==> src/rtl/logic_bist.sv <==
// Built-in self-test sequencer for the AND/OR/NOR/NOT logic units: drives LFSR operands,
// checks unit results against a golden model and reports a pass/fail summary.
module logic_bist #(
  parameter int                 N_BIT       = 8,
  parameter int                 NUM_VECTORS = 16,
  parameter int                 DUT_LAT     = 1,
  parameter logic [2*N_BIT-1:0] SEED        = 16'hACE1,
  parameter logic [2*N_BIT-1:0] TAPS        = 16'hB400
) (
  input  logic             clk,
  input  logic             rst_n,
  input  logic             start,
  input  logic [N_BIT-1:0] res_and,
  input  logic [N_BIT-1:0] res_or,
  input  logic [N_BIT-1:0] res_nor,
  input  logic [N_BIT-1:0] res_not,
  output logic [N_BIT-1:0] a,
  output logic [N_BIT-1:0] b,
  output logic             busy,
  output logic             done,
  output logic             pass,
  output logic [15:0]      err_count,
  output logic [3:0]       fail_mask,
  output logic [15:0]      first_fail_idx
);

  localparam int W = 2 * N_BIT;

  // An all-zero seed would lock the LFSR, so it is promoted to 1.
  localparam logic [W-1:0] SEED_EFF = (SEED == '0) ? {{(W-1){1'b0}}, 1'b1} : SEED;
  localparam logic [2:0]   LAT_LAST = 3'((DUT_LAT > 0) ? (DUT_LAT - 1) : 0);
  localparam logic [15:0]  LAST_IDX = 16'(NUM_VECTORS - 1);

  typedef enum logic [1:0] {IDLE, APPLY, CHECK, DONE} state_t;

  localparam state_t RUN_STATE = (DUT_LAT == 0) ? CHECK : APPLY;

  state_t           state;
  logic [W-1:0]     lfsr;
  logic [W-1:0]     lfsr_next;
  logic [15:0]      idx;
  logic [2:0]       wait_cnt;
  logic [3:0]       mismatch;
  logic             any_fail;
  logic [15:0]      err_next;

  // Golden model is evaluated on the registered operands, so the compare is purely local.
  always_comb begin
    mismatch    = 4'b0000;
    mismatch[0] = (res_and != (a & b));
    mismatch[1] = (res_or  != (a | b));
    mismatch[2] = (res_nor != ~(a | b));
    mismatch[3] = (res_not != ~a);
    any_fail    = |mismatch;
    lfsr_next   = lfsr[0] ? ((lfsr >> 1) ^ TAPS) : (lfsr >> 1);
    err_next    = err_count;
    if (any_fail && (err_count != 16'hFFFF)) begin
      err_next = err_count + 16'd1;
    end
  end

  always_ff @(posedge clk or negedge rst_n) begin
    if (!rst_n) begin
      state          <= IDLE;
      lfsr           <= SEED_EFF;
      idx            <= '0;
      wait_cnt       <= '0;
      a              <= '0;
      b              <= '0;
      busy           <= 1'b0;
      done           <= 1'b0;
      pass           <= 1'b0;
      err_count      <= '0;
      fail_mask      <= '0;
      first_fail_idx <= '0;
    end else begin
      done <= 1'b0;
      case (state)
        IDLE: begin
          if (start) begin
            lfsr           <= SEED_EFF;
            idx            <= '0;
            wait_cnt       <= '0;
            err_count      <= '0;
            fail_mask      <= '0;
            first_fail_idx <= '0;
            pass           <= 1'b0;
            a              <= SEED_EFF[W-1:N_BIT];
            b              <= SEED_EFF[N_BIT-1:0];
            busy           <= 1'b1;
            state          <= RUN_STATE;
          end
        end
        APPLY: begin
          if (wait_cnt == LAT_LAST) begin
            wait_cnt <= '0;
            state    <= CHECK;
          end else begin
            wait_cnt <= wait_cnt + 3'd1;
          end
        end
        CHECK: begin
          fail_mask <= fail_mask | mismatch;
          err_count <= err_next;
          if (any_fail && (err_count == '0)) begin
            first_fail_idx <= idx;
          end
          if (idx == LAST_IDX) begin
            done  <= 1'b1;
            busy  <= 1'b0;
            pass  <= (err_next == '0);
            a     <= '0;
            b     <= '0;
            state <= DONE;
          end else begin
            lfsr  <= lfsr_next;
            idx   <= idx + 16'd1;
            a     <= lfsr_next[W-1:N_BIT];
            b     <= lfsr_next[N_BIT-1:0];
            state <= RUN_STATE;
          end
        end
        DONE: begin
          state <= IDLE;
        end
        default: begin
          state <= IDLE;
        end
      endcase
    end
  end

endmodule

==> config.mk <==
export PLATFORM = sky130hd
export DESIGN_NAME = logic_bist
export DESIGN_NICKNAME = d
export VERILOG_FILES = /design/src/rtl/logic_bist.sv
export SDC_FILE = /design/constraint.sdc
export NUM_CORES = 1
export LEC_CHECK = 0
export ABC_AREA = 1
export CAP_MARGIN = 20
export CORE_MARGIN = 5
export CORE_UTILIZATION = 43
export DETAILED_ROUTE_END_ITERATION = 10
export DONT_BUFFER_PORTS = 1
export PLACE_DENSITY = 0.59
export RECOVER_POWER = 100
export SLEW_MARGIN = 0
export SYNTH_ARGS = -nofsm -noshare
export SYNTH_HDL_FRONTEND = slang
export SYNTH_SLANG_ARGS = --single-unit
==> constraint.sdc <==
create_clock -name clk -period 2.63 [get_ports clk]
set_input_delay 0.6575 -clock clk [delete_from_list [all_inputs] [get_ports clk]]
set_output_delay 0.6575 -clock clk [all_outputs]
set_load 0.05 [all_outputs]
==> reports/metrics.yaml <==
period_needed_ns: 2.26
clkLatencyLatePin_ns: 0.35
core-area_mm2: 0.0121
synth_top_family_by_area: "simple AND/OR/NAND/NOR gates"
cp_common_cell: "nand2_1"
pin_count: 90
vias_per_cell: 5.27
synthCells: 725
drcViolationCount: 0
synth_compound_area_frac: 0.0771
fin_ws_ns: 0.366
switching_share: 0.222
area_growth_pct: 10.9
use_met3: 0.0527
switching_power_uw: 608
initial_core_util: 0.440
setup_viol: 0
post-cts-setup-buffers: 0
hold_slack_ns: 0.150
wl_per_cell_um: 15.7
yosysSeqAreaShare: 0.436
antenna_found_initial: 0
met1_usage: 0.270
worstPathCellList: "ha_1, nand4_1, nor4_1, and2_0, nand2_1, nand2_1, clkbuf_2, nor3_1, nand2_1, o21ai_0, a21oi_1"
use_met2: 0.338
fmax_ghz: 0.442
die_area_mm2: 0.0147
drt_iter0_markers: 491
critical_path.top_delay_family: "simple AND/OR/NAND/NOR gates"
drv_cap: 1
final_common_cell: "nand2_1"
fin_cells: 931
cts_tree: "built"
worstSetupStartpoint: "idx[0]"
worst_pin_slew_ns: 1.88
ir_worst_vdd_mv: 0.318
clock_path_buffers: 2
cts_sinks: 92
place_ws_ns: 0.455
placed_cells: 914
busiest_layer: "met2"
synth_area_leaders: "dfrtp_1, nand2_1, nand3_1"
cpPeakStageDelay_ns: 0.44
yosys_warnings: 0
crit_type: "reg2reg"
final_cell_mix: "nand2_1, dfrtp_1, inv_1"
ctsResizeCount: 0
grt_max_degree: 93
pwr-share-comb: 0.023
drive_gt1_frac: 0.0878
path_clk_slew_ns: 0.07
slew-limit-headroom: -0.255
synth_nets: 765
arrival_ns: 2.50
p_leak_nw: 3.12
track_usage: 0.206
path_max_fanout: 20
cp_slowest_cell: "dfrtp_1"
reg2reg_from: "idx[0]"
overflow: 0
start_kind: "register"
p_int_mw: 2.13
synthSimpleGateAreaFrac: 0.356
die_h_um: 121
ys_ff_latch: 92
hp-class: "in2async"
ctsHtreeMaxLevel: 3
cp.required_ns: 2.86
synth_mux_area_frac: 0
numPortBuffers: 0
hold_viol_final: 0
status: "finished with violations"
drv_slew: 85
critPathCaptureType: "register"
via_count: 4911
die_width_um: 121
gp_congestion: 0.894
yosys.area.top_type: "dfrtp_1"
num_rows: 40
routed_wl_um: 14600
avgSynthCellArea_um2: 7.32
critPathBufInv: 1
grt_pass1_wl_um: 24300
cts_buffers: 9
drt_first_pass_iters: 5
fin_setup_tns_ns: 0
rsz0062_at_grt: "no"
antenna_left: 0
syn_area_mm2: 0.00531
regToRegSetupSlack_ns: 0.37
p_clk_frac: 0.460
netlist-cell-type-count: 35
hpwl_um: 10700
post-route-period-util: 0.861
clockRootBuffer: "clkbuf_16"
final_nets: 798
synth_fa_ha_area_frac: 0.0118
p_seq_frac: 0.517
synth-xor-area-share: 0.0379
skew_ns: 0.00787
violations: "max-capacitance violations, max-slew violations"
n_antenna_cell: 0
power_density_mw_per_mm2: 465
grt_pass1_vias: 4737
yosys.area.top_type_share: 0.396
## power by group through the flow
stage	Clock [mW]	Combinational [mW]	Sequential [mW]
finish	1.26	0.0640	1.42
global route	1.35	0.0768	1.41
CTS	1.29	0.0394	1.42
detailed placement	0	0.0391	1.44
global placement	0	0.0378	1.44
floorplan	0	0.0326	1.44
## registers in the layout, summed over array words and instances, names as in the netlist
signal          count
err_count          16
first_fail_idx     16
idx                16
lfsr               16
a                   8
b                   8
fail_mask           4
wait_cnt            3
state               2
busy                1
done                1
pass                1
## Yosys cell counts, drive strengths merged
cell type and n:
nor3 15, o21bai 1, xor2 23, o22ai 9, nand3b 2, clkbuf 10, o211ai 1, a21oi 12
ha 5, o21ai 48, nand2 229, dfrtp 84, dfstp 8, a22o 3, or2 2, buf 9
nand4 14, and2 2, nor4 9, o31ai 1, inv 93, nand3 84, nor2 61
## kinds of logic (layout without fill, tap and decap cells)
group                      after synthesis  after routing
AOI/OAI and AO/OA                       75             75
buffers and inverters                  112            150
adders and majority gates                5              5
xor gates and xnor gates                23             23
and+or+nand+nor                        418            418
DFF                                     92             92
## path summary, 6_finish.rpt
| path | endpoint | depth (start not counted) |
|---|---|---|
| worst max-delay path | idx[7] | 11 |
| worst min-delay path | lfsr[0] | 0 |
| worst max register to register | idx[7] | 11 |
| worst min register to register | lfsr[6] | 2 |
| max in group asynchronous | state[1] | 1 |
| min in group clk | lfsr[6] | 2 |
## final cells by class
class / instances / area [µm²]
clock buffer: 12 / 256
inverter: 93 / 349
multi-input combinational: 521 / 2540
sequential: 92 / 2310
timing repair buffer: 41 / 186
tap: 168 / 210
fill: 1234 / 6170
clock inverter: 4 / 31.3
## through the flow
step	power [mW]	cell area, µm²	utilization
5_1_grt	2.84	5890	0.488
6_report	2.74	5890	0.488
3_3_place_gp	1.48	5730	0.475
2_1_floorplan	1.47	5310	-
3_5_place_dp	1.48	5730	0.475
4_1_cts	2.75	6020	0.499
## per-layer routing
layer | share of wire | vias to the layer above
li1 | - | 2397
met1 | 0.44 | 2348
met2 | 0.49 | 148
met3 | 0.064 | 18
met4 | 0.013 | 0
met5 | 0 | -
No activity file was read; power rests on OpenSTA's default activity.
